<file path="config.mk">
export PLATFORM = sky130hd
export DESIGN_NAME = l1_rd_port_mb
export DESIGN_NICKNAME = d
export VERILOG_FILES = /design/src/rtl/l1_rd_port_mb.sv
export SDC_FILE = /design/constraint.sdc
export NUM_CORES = 1
export LEC_CHECK = 0
export CORE_AREA = 2 2 215 217
export DETAILED_ROUTE_END_ITERATION = 10
export DIE_AREA = 0 0 217 219
export HOLD_SLACK_MARGIN = 0.08
export PLACE_DENSITY = 0.38
export SLEW_MARGIN = 25
export SYNTH_ARGS = -nofsm -noshare
export SYNTH_HDL_FRONTEND = slang
export SYNTH_SLANG_ARGS = --single-unit
</file>
<file path="constraint.sdc">
create_clock -name clk -period 9.95 [get_ports clk]
set_clock_uncertainty 0.2 [all_clocks]
set_input_delay 2.4875 -clock clk [delete_from_list [all_inputs] [get_ports clk]]
set_output_delay 2.4875 -clock clk [all_outputs]
set_load 0.01 [all_outputs]
</file>
<file path="src/rtl/l1_rd_port_mb.sv">
// l1_rd_port_mb: multi-beat L1 read port for the multi-stream buffer.
//
// A request names a stream (i_rd_sid) and a burst length (i_rd_len = len-1).
// The port latches a base pointer, which is the stream's read pointer plus
// the entries claimed in the same cycle by lower-numbered ports on the same
// stream. It then reports the consumption (len+1 entries) to the pointer-update
// logic and issues one L1 BRAM address beat per entry. A flush of the stream
// before or during issue aborts the request and produces a one-cycle o_drop_v.
//
// Ports:
//   clk, reset                 clock, asynchronous active-low reset
//   i_rd_v/i_rd_r              request handshake; i_rd_sid, i_rd_len
//   i_cmp_v/_sid/_len          per-port accepted requests this cycle
//   i_ptrs                     current read pointer of every stream
//   i_sreset                   per-stream flush pulse
//   o_req_v/o_req_r/o_req_cnt  one-hot consumption request and its count
//   o_addr_v/o_addr_r          address beat handshake
//   o_addr_ptr/_sid/_last      beat pointer, stream and last-beat flag
//   o_drop_v                   request aborted by a stream flush
//
// Optional build macro L1_RD_PORT_PERF_EN adds saturating counters
// o_perf_beats, o_perf_drops and o_perf_stall.
//
// state    | meaning
// ---------+------------------------------------------------------------
// ST_IDLE  | ready for a request
// ST_REQ   | consumption request presented, waiting for o_req_r[sid]
// ST_ISSUE | issuing address beats base..base+len
// ST_DROP  | one-cycle abort pulse after a stream flush
module l1_rd_port_mb #(
  parameter int nstrms    = 64,
  parameter int sid_width = $clog2(nstrms),
  parameter int nports    = 8,
  parameter int portid    = 0,
  parameter int ptr_width = 4,
  parameter int maxlen    = 4,
  parameter int len_width = $clog2(maxlen)
) (
  input  logic                          clk,
  input  logic                          reset,
  input  logic                          i_rd_v,
  output logic                          i_rd_r,
  input  logic [sid_width-1:0]          i_rd_sid,
  input  logic [len_width-1:0]          i_rd_len,
  input  logic [nports-1:0]             i_cmp_v,
  input  logic [nports*sid_width-1:0]   i_cmp_sid,
  input  logic [nports*len_width-1:0]   i_cmp_len,
  input  logic [nstrms*ptr_width-1:0]   i_ptrs,
  input  logic [nstrms-1:0]             i_sreset,
  output logic [nstrms-1:0]             o_req_v,
  input  logic [nstrms-1:0]             o_req_r,
  output logic [len_width:0]            o_req_cnt,
  output logic                          o_addr_v,
  input  logic                          o_addr_r,
  output logic [ptr_width-1:0]          o_addr_ptr,
  output logic [sid_width-1:0]          o_addr_sid,
  output logic                          o_addr_last,
  output logic                          o_drop_v
`ifdef L1_RD_PORT_PERF_EN
  ,
  output logic [31:0]                   o_perf_beats,
  output logic [15:0]                   o_perf_drops,
  output logic [31:0]                   o_perf_stall
`endif
);

  // Wide enough for a pointer plus every lower port's maximum burst.
  localparam int SUM_W = ptr_width + len_width + $clog2(nports) + 1;

  typedef enum logic [1:0] {
    ST_IDLE,
    ST_REQ,
    ST_ISSUE,
    ST_DROP
  } state_t;

  state_t               state_q;
  logic                 rd_r_q;
  logic                 req_v_q;
  logic                 addr_v_q;
  logic                 drop_q;
  logic                 last_q;
  logic [sid_width-1:0] sid_q;
  logic [len_width-1:0] len_q;
  logic [len_width-1:0] beat_q;
  logic [ptr_width-1:0] base_q;
  logic [ptr_width-1:0] addr_ptr_q;
  logic [len_width:0]   cnt_q;

  logic [SUM_W-1:0]     base_sum;
  logic                 srst_hit;
  logic                 accept;

  // Base pointer: own stream pointer plus same-cycle claims of lower ports.
  always_comb begin
    base_sum = SUM_W'(i_ptrs[i_rd_sid*ptr_width +: ptr_width]);
    for (int i = 0; i < portid; i++) begin
      if (i_cmp_v[i] && (i_cmp_sid[i*sid_width +: sid_width] == i_rd_sid)) begin
        base_sum = base_sum + SUM_W'(i_cmp_len[i*len_width +: len_width]) + SUM_W'(1);
      end
    end
  end

  // Only lower ports' claims matter and the sum is truncated to a pointer.
  logic unused_ok;
  assign unused_ok = ^{i_cmp_v, i_cmp_sid, i_cmp_len, base_sum[SUM_W-1:ptr_width]};

  assign srst_hit = i_sreset[sid_q];
  assign accept   = i_rd_v & rd_r_q;

  // A flush of the active stream masks the request or beat in the same cycle,
  // so no handshake can complete on a stream that is being reset.
  assign i_rd_r      = rd_r_q;
  assign o_req_v     = (req_v_q && !srst_hit) ? (nstrms'(1'b1) << sid_q) : '0;
  assign o_req_cnt   = cnt_q;
  assign o_addr_v    = addr_v_q & ~srst_hit;
  assign o_addr_ptr  = addr_ptr_q;
  assign o_addr_sid  = sid_q;
  assign o_addr_last = last_q;
  assign o_drop_v    = drop_q;

  always_ff @(posedge clk or negedge reset) begin
    if (!reset) begin
      state_q    <= ST_IDLE;
      rd_r_q     <= 1'b0;
      req_v_q    <= 1'b0;
      addr_v_q   <= 1'b0;
      drop_q     <= 1'b0;
      last_q     <= 1'b0;
      sid_q      <= '0;
      len_q      <= '0;
      beat_q     <= '0;
      base_q     <= '0;
      addr_ptr_q <= '0;
      cnt_q      <= '0;
    end else begin
      case (state_q)
        ST_IDLE: begin
          drop_q <= 1'b0;
          if (accept) begin
            rd_r_q <= 1'b0;
            sid_q  <= i_rd_sid;
            len_q  <= i_rd_len;
            base_q <= base_sum[ptr_width-1:0];
            cnt_q  <= (len_width+1)'(i_rd_len) + (len_width+1)'(1);
            if (i_sreset[i_rd_sid]) begin
              drop_q  <= 1'b1;
              state_q <= ST_DROP;
            end else begin
              req_v_q <= 1'b1;
              state_q <= ST_REQ;
            end
          end else begin
            rd_r_q <= 1'b1;
          end
        end
        ST_REQ: begin
          if (srst_hit) begin
            req_v_q <= 1'b0;
            drop_q  <= 1'b1;
            state_q <= ST_DROP;
          end else if (o_req_r[sid_q]) begin
            req_v_q    <= 1'b0;
            addr_v_q   <= 1'b1;
            addr_ptr_q <= base_q;
            beat_q     <= '0;
            last_q     <= (len_q == '0);
            state_q    <= ST_ISSUE;
          end
        end
        ST_ISSUE: begin
          if (srst_hit) begin
            addr_v_q <= 1'b0;
            last_q   <= 1'b0;
            drop_q   <= 1'b1;
            state_q  <= ST_DROP;
          end else if (o_addr_r) begin
            if (last_q) begin
              addr_v_q <= 1'b0;
              last_q   <= 1'b0;
              rd_r_q   <= 1'b1;
              state_q  <= ST_IDLE;
            end else begin
              beat_q     <= beat_q + len_width'(1);
              addr_ptr_q <= addr_ptr_q + ptr_width'(1);
              last_q     <= ((beat_q + len_width'(1)) == len_q);
            end
          end
        end
        ST_DROP: begin
          drop_q  <= 1'b0;
          rd_r_q  <= 1'b1;
          state_q <= ST_IDLE;
        end
        default: begin
          state_q <= ST_IDLE;
        end
      endcase
    end
  end

`ifdef L1_RD_PORT_PERF_EN
  logic [31:0] perf_beats_q;
  logic [15:0] perf_drops_q;
  logic [31:0] perf_stall_q;

  always_ff @(posedge clk or negedge reset) begin
    if (!reset) begin
      perf_beats_q <= '0;
      perf_drops_q <= '0;
      perf_stall_q <= '0;
    end else begin
      if (o_addr_v && o_addr_r && (perf_beats_q != '1)) begin
        perf_beats_q <= perf_beats_q + 32'd1;
      end
      if (drop_q && (perf_drops_q != '1)) begin
        perf_drops_q <= perf_drops_q + 16'd1;
      end
      if (o_addr_v && !o_addr_r && (perf_stall_q != '1)) begin
        perf_stall_q <= perf_stall_q + 32'd1;
      end
    end
  end

  assign o_perf_beats = perf_beats_q;
  assign o_perf_drops = perf_drops_q;
  assign o_perf_stall = perf_stall_q;
`endif

endmodule

</file>
Word-level counts from Yosys, hierarchy flattened

Index checks and enable logic that the tools add are counted.

Memories: 0
Output and inout bits: 81
Bits in read-only memories: 0
RAM bits: 0
Latch bits: 0
Bits in registers: 28
Word-level logic and storage cells: 106
Input bits: 468

Muxes and demuxes: 53
Divide/modulo/power cells: 0
Bitwise gates (word level): 3
Order comparisons: 2
Add/sub/neg operators: 3
Equal/unequal tests: 16
Reductions and logical operators: 15
Multipliers: 0
Shift operators: 2

Operator list:

| cell                   | count |
|---|---|
| $shiftx A256 B9 Y4     | 1 |
| $mux W64               | 1 |
| $shl A1 B6 Y64 const A | 1 |
| $mux W1                | 24 |
| $mux W2                | 12 |
| $mux W4                | 5 |
| $bmux W1 S6            | 3 |
| $ne A2 B2 Y1 const B   | 8 |
| $reduce_and A4 Y1      | 4 |
| $lt A6 B7 Y1 const B   | 2 |
| $ne A3 B3 Y1 const B   | 3 |
| $pmux W2 S4            | 1 |
| $pmux W4 S2            | 1 |
| $pmux W1 S2            | 3 |
| $pmux W1 S3            | 2 |
| $reduce_and A6 Y1      | 1 |
| $reduce_and A5 Y1      | 1 |
| $add A4 B1 Y4 const B  | 1 |
| $eq A2 B2 Y1 const B   | 2 |
| $logic_not A2 Y1       | 2 |
| $pmux W2 S2            | 1 |
| $reduce_bool A2 Y1     | 2 |
| $add A2 B1 Y3 const B  | 1 |
| $reduce_bool A3 Y1     | 1 |
| other kinds (10)       | 11 |

Logic depth before layout (Yosys ltp)

Gate-level depths: netlist (run 1).

Depth in word-level cells: 6
Mapped depth: 10
Mapped depth without buffers: 9

Least setup slack after synthesis (run 1)

No wires, ideal clock.

Kind: input -> output
Start: input i_sreset[23]
End: output o_req_v[28]
Stages on the path: 8
Arrival: 4.223 ns
Path slack: 3.040 ns
Cell sequence: mux4_2 a311oi_1 nand3_1 nand4_2 and2_1 buf_2 nand4_1 nor2_1

Longest elaborated chain between the ends: 5

Ends and longest elaborated chain:

| item                          | line | RTL |
|---|---|---|
| start, declared               | 49   | `input logic [nstrms-1:0] i_sreset,` |
| $bmux W1 S6                   | 108  | `assign srst_hit = i_sreset[sid_q];` |
| $mux W1 (implied by the code) | 108  |  |
| $logic_not A1 Y1              | 114  | `assign o_req_v = (req_v_q && !srst_hit) ? (nstrms'(1'b1) << sid_q) : '0;` |
| $logic_and A1 B1 Y1           | 114  |  |
| $mux W64                      | 114  |  |
| end, declared                 | 50   | `output logic [nstrms-1:0] o_req_v,` |

Every way passes these cells. The select of a mux whose other input is x is not followed.

Worst setup path after layout (run 1)

Start: input i_sreset[59]
End: output o_req_v[29]

Same word-level chain as after synthesis.

==> results of run 1 <==
## state kept, by name, indices dropped and copies added (netlist names)
signal       flops
state_q          2
o_drop_v         1
o_addr_sid       6
o_req_cnt        3
o_addr_ptr       4
o_addr_last      1
len_q            2
beat_q           2
req_v_q          1
addr_v_q         1
i_rd_r           1
base_q           4
## where the power goes
part | total, W | internal, W | switching, W
Clock | 0.000126 | 0.0000804 | 0.0000452
Combinational | 0.00112 | 0.000586 | 0.000533
Sequential | 0.000260 | 0.000172 | 0.0000879
## layer usage
layer,up-vias,part of all wire (%)
li1,2721,-
met4,4,0.43
met5,-,0.078
met2,246,54
met3,11,6.6
met1,3003,39
## cells by family (layout without fill, tap and decap cells)
| kind of cell | after synthesis | in the layout | synth area share, % |
|---|---|---|---|
| muxes | 163 | 163 | 62.15 |
| and+or+nand+nor | 145 | 145 | 12.45 |
| buffers and inverters | 53 | 498 | 5.354 |
| AOI/OAI and AO/OA | 39 | 39 | 5.285 |
| DFF | 28 | 28 | 12.98 |
| adders and majority gates | 7 | 7 | 1.623 |
| xor gates and xnor gates | 1 | 1 | 0.1623 |
| other | 0 | 1 | 0 |
## per-stage QoR
step	hold slack, ns	cells	setup WS (ns)	power, W
after floorplan	0.2492	436	3.040	0.0009303
after global placement	0.2691	1477	1.110	0.001405
after detailed placement	0.2799	1477	1.088	0.001407
after CTS	0.2991	1481	1.075	0.001538
after global routing	0.3130	1481	0.8401	0.001630
final	0.2855	1482	1.104	0.001504
## Yosys cell counts (2+ instances only)
cell and count:
buf_6 5, mux2_2 16, a21oi_1 5, clkinv_1 2, nand2_1 18, buf_4 3, nor3_1 2, o21ai_0 9
a32oi_1 2, inv_1 9, buf_2 11, dfrtp_1 28, ha_1 7, clkbuf_1 15, o211ai_1 3, or3_1 6
nor2_1 76, nand4_1 3, a311oi_1 2, nand3_1 17, and2_1 3, buf_1 6, nor2b_1 6, mux2i_1 10
mux4_2 136, o21a_1 2, nand3b_1 5, and3_1 3, a22oi_1 7
## final cells by class
cell class,instances,area share [%]
tap,600,6.934
sequential,28,6.495
multi-input combinational,355,40.76
clock buffer,3,0.6934
inverter,11,0.3814
antenna,1,0.02311
timing repair buffer,483,44.44
clock inverter,1,0.2774
## tightest hold or removal path, delay by kind of cell (launching register included)
family,cells,cell delay (ns)
compound gates,1,0.06
flops,1,0.35
simple gates,1,0.05
## worst max-delay path by stage
stage                             from     endpoint  slack [ns]  cells after the start
after detailed placement  i_sreset[59]  o_req_v[63]        1.09                      9
final                     i_sreset[59]  o_req_v[29]        1.10                      9
after global placement    i_sreset[59]  o_req_v[29]        1.11                      9
after floorplan           i_sreset[23]  o_req_v[28]        3.04                      8
after global routing      i_sreset[59]  o_req_v[62]        0.84                      9
after CTS                 i_sreset[59]  o_req_v[29]        1.08                      9
==> results_dict.tcl, run 1 <==
set metrics [dict create \
    status "finished clean" \
    synthArstFlopShare_pct 100.0 \
    synth_flop_cell "dfrtp_1" \
    r2r_setup_slack_ns 6.38 \
    hold_path_class "reg2reg" \
    clk_latency_ns 0.27 \
    num_vias 5985 \
    crit_path_frequent_cell "clkdlybuf4s50_1" \
    synthCells 436 \
    syn_area_um2 5398 \
    die_x_um 217 \
    port_buffers 476 \
    gp_congestion 0.7475 \
    crit_fanout 14 \
    fill_cells 4852 \
    end_kind "output port" \
    finalMaxSlewViolations 0 \
    tightest_slew_ns 0.9139 \
    crit_buf_inv 2 \
    die_h_um 219 \
    yosysSeqAreaShare_pct 12.98 \
    post-route-util_pct 24.01 \
    grt_pass1_wl_um 46890 \
    drc 0 \
    fin_crit_sh_pct 88.90 \
    top_level_ports 549 \
    met2_usage_pct 25.64 \
    slew_headroom_pct 38.89 \
    path_delay_family "simple AND/OR/NAND/NOR gates" \
    final_cell_mix "473 x clkdlybuf4s50_1, 136 x mux4_2, 76 x nor2_1, 26 x dfrtp_1, 18 x nand2_1" \
    cts_sinks 28 \
    dieArea_um2 47520 \
    post_drt_wl_per_cell_um 22.60 \
    wirelength_um 33500 \
    cts_buffer_depth 2 \
    ys_warn_count 0 \
    grt_max_degree 54 \
    r2r_cells 8 \
    coreArea_um2 45090 \
    setup-tns-final_ns 0 \
    holdPathStages 2 \
    vdd_drop_max_uv 68.08 \
    root_buffer "clkbuf_16" \
    synthTopCellsByArea "mux4_2 57%, dfrtp_1 13%, nor2_1 5.3%, mux2_2 3.3%, mux2i_1 1.9%" \
    syn_to_final_growth_pct 100.6 \
    ctsResizeCount 0 \
    ctsHoldBuffers 0 \
    top_usage_layer "met2" \
    cts_tree "built" \
    rows 78 \
    use_met1_pct 16.01 \
    grt-ovfl-total 0 \
    synth_edf_count 0 \
    post_cts_buffers 0 \
    htreeDepth 1 \
    reg2reg_to "o_addr_ptr[3]$_DFFE_PN0P_" \
    max_stage_delay_ns 0.60 \
    period_needed_ns 8.846 \
    ant_nets 0 \
    min_from "o_req_cnt[0]$_DFFE_PN0P_" \
    setup_viol 0 \
    worstPathArrival_ns 6.16 \
    clkTransAtPathRegs_ns 0.08 \
    power.leakage_nw 3.597 \
    power_density_nw_per_um2 138.9 \
    rsz0062_at_grt "false" \
    cp_slowest_cell "nand4_1" \
    final_common_cell "clkdlybuf4s50_1" \
    finalHoldViolCount 0 \
    yosys.area.top_type "mux4_2" \
    path_cells "clkdlybuf4s50_1, mux4_2, mux2i_1, a32oi_1, nand4_2, and2_1, nand4_1, nor2_1, clkdlybuf4s50_1" \
    layout.nets 1357 \
    viasPerCell 4.038 \
    initial_core_util_pct 11.97 \
    met3_usage_pct 3.285 \
    finalInstanceArea_um2 10830 \
    firstDrtPassIters 4 \
    drive_above_1_share_pct 19.52 \
    hpwlAfterDp_um 28440 \
    ys_ff_latch 28 \
    crit_type "in2out" \
    start_kind "input pin" \
    yosysTopAreaCellShare_pct 56.75 \
    grt_pass1_vias 6655 \
    numCtsBuffers 3 \
    max-cap-violations 0 \
    required_ns 7.26 \
    max_freq_ghz 0.1130 \
    grt_antenna_before_repair 2 \
    placed_area_um2 10720 \
    yosysUniqueCellTypes 48 \
    multi_input_area_um2 4413 \
    hold_end "o_req_cnt[0]$_DFFE_PN0P_" \
    seq_area_um2 703.2 \
    synth_nets 911 \
    grt_use_total_pct 13.50 \
    avgSynthCellArea_um2 12.38 \
    drt-initial-drc-count 183 \
    r2r_start "o_addr_sid[0]$_DFFE_PN0P_" \
]
No activity file was read; power rests on OpenSTA's default activity.
==> run 2: changes to the inputs <==
Settings changed: CAP_MARGIN from default to 30, TNS_END_PERCENT from default to 20.
==> results_dict.tcl, run 2 (synthesis gave the netlist of run 1 again) <==
set metrics [dict create \
    status "finished clean" \
    final_common_cell "clkdlybuf4s50_1" \
    cts_buffer_depth 2 \
    cts_tree "built" \
    met3_usage_pct 3.285 \
    vdd_drop_max_uv 68.05 \
    drc 0 \
    rows 78 \
    clkTransAtPathRegs_ns 0.08 \
    grt_pass1_vias 6655 \
    max_freq_ghz 0.1133 \
    ctsHoldBuffers 0 \
    worstPathArrival_ns 6.14 \
    top_usage_layer "met2" \
    slew_headroom_pct 38.01 \
    setup.worst_path.start "i_sreset[59]" \
    htreeDepth 1 \
    final_cell_mix "473 x clkdlybuf4s50_1, 136 x mux4_2, 76 x nor2_1, 26 x dfrtp_1, 18 x nand2_1" \
    num_vias 5994 \
    finalHoldViolCount 0 \
    cts_sinks 28 \
    start_kind "input pin" \
    firstDrtPassIters 4 \
    ant_nets 0 \
    setup_viol 0 \
    coreArea_um2 45090 \
    drive_above_1_share_pct 19.61 \
    grt_pass1_wl_um 46890 \
    grt_use_total_pct 13.50 \
    endpoint "o_req_v[29]" \
    power.leakage_nw 3.606 \
    largest_reg_flops 6 \
    viasPerCell 4.042 \
    syn_to_final_growth_pct 101.0 \
    tightest_slew_ns 0.9269 \
    r2r_setup_slack_ns 6.38 \
    top_level_ports 549 \
    port_buffers 476 \
    dieArea_um2 47520 \
    fill_cells 4851 \
    required_ns 7.26 \
    power.total_w 0.001504 \
    gp_congestion 0.7475 \
    crit_type "in2out" \
    clk_latency_ns 0.28 \
    wirelength_um 33480 \
    period_needed_ns 8.827 \
    reg2reg_to "o_addr_ptr[3]$_DFFE_PN0P_" \
    grt-ovfl-total 0 \
    initial_core_util_pct 11.97 \
    end_kind "output port" \
    die_x_um 217 \
    grt_max_degree 54 \
    post_drt_wl_per_cell_um 22.57 \
    grt_antenna_before_repair 2 \
    hold_path_class "reg2reg" \
    r2r_start "o_addr_sid[0]$_DFFE_PN0P_" \
    use_met1_pct 16.01 \
    fin_crit_sh_pct 88.72 \
    die_h_um 219 \
    power_density_nw_per_um2 138.7 \
    drt-initial-drc-count 184 \
    hold_ws_ns 0.2854 \
    finalMaxSlewViolations 0 \
    rsz0062_at_grt "false" \
    setup-tns-final_ns 0 \
    layout.nets 1358 \
    crit_fanout 14 \
    max-cap-violations 0 \
    r2r_cells 8 \
    root_buffer "clkbuf_16" \
    numCtsBuffers 3 \
    met2_usage_pct 25.64 \
    hpwlAfterDp_um 28440 \
    post_cts_buffers 0 \
    ctsResizeCount 0 \
]
## run 2: cell types whose count changed in the layout (fill, tap and decap cells not counted), sizes merged
cell,delta
buf,+1
## run 2: final cells by class
type | count | area (µm²) | area share [%]
multi-input combinational | 355 | 4413 | 40.69
inverter | 11 | 41.29 | 0.3807
timing repair buffer | 484 | 4831 | 44.54
antenna | 1 | 2.502 | 0.02307
clock buffer | 3 | 75.07 | 0.6921
sequential | 28 | 703.2 | 6.483
tap | 600 | 750.7 | 6.921
clock inverter | 1 | 30.03 | 0.2768
## run 2: critical path: stages
cell             delay [ns]
clkdlybuf4s50_1        0.43
mux4_2                 0.47
mux2i_1                0.35
a32oi_1                0.18
nand4_2                0.37
and2_1                 0.40
nand4_1                0.60
nor2_1                 0.28
clkdlybuf4s50_1        0.57
## run 2: how the worst min path moves through the flow
stage                                         from                        to  slack [ns]  cells after the start
after floorplan              base_q[1]$_DFFE_PN0P_     base_q[1]$_DFFE_PN0P_        0.25                      2
after global routing      o_req_cnt[0]$_DFFE_PN0P_  o_req_cnt[0]$_DFFE_PN0P_        0.31                      2
final                     o_req_cnt[0]$_DFFE_PN0P_  o_req_cnt[0]$_DFFE_PN0P_        0.29                      2
after global placement    o_req_cnt[0]$_DFFE_PN0P_  o_req_cnt[0]$_DFFE_PN0P_        0.27                      2
after detailed placement  o_req_cnt[0]$_DFFE_PN0P_  o_req_cnt[0]$_DFFE_PN0P_        0.28                      2
after CTS                 o_req_cnt[0]$_DFFE_PN0P_  o_req_cnt[0]$_DFFE_PN0P_        0.30                      2
## run 2: layer usage
layer	routed length [µm]	vias to the layer above
li1	-	2724
met1	13080	3006
met5	26	-
met4	144	4
met3	2252	11
met2	17980	249
## run 2: report_power, final
group	leakage, nW	internal, W	switching [W]
Combinational	3.22	0.000587	0.000531
Clock	0.0511	0.0000804	0.0000452
Sequential	0.331	0.000172	0.0000888
Total	3.61	0.000839	0.000665
## run 2: metrics by stage
step	std cells	worst slack (ns)	utilization [%]	area, µm²
finish	1483	1.123	24.06	10850
global route	1482	0.8401	24.05	10840
CTS	1481	1.075	24.01	10820
detailed placement	1477	1.088	23.77	10720
global placement	1477	1.110	23.76	10710
floorplan	436	3.040	-	5398
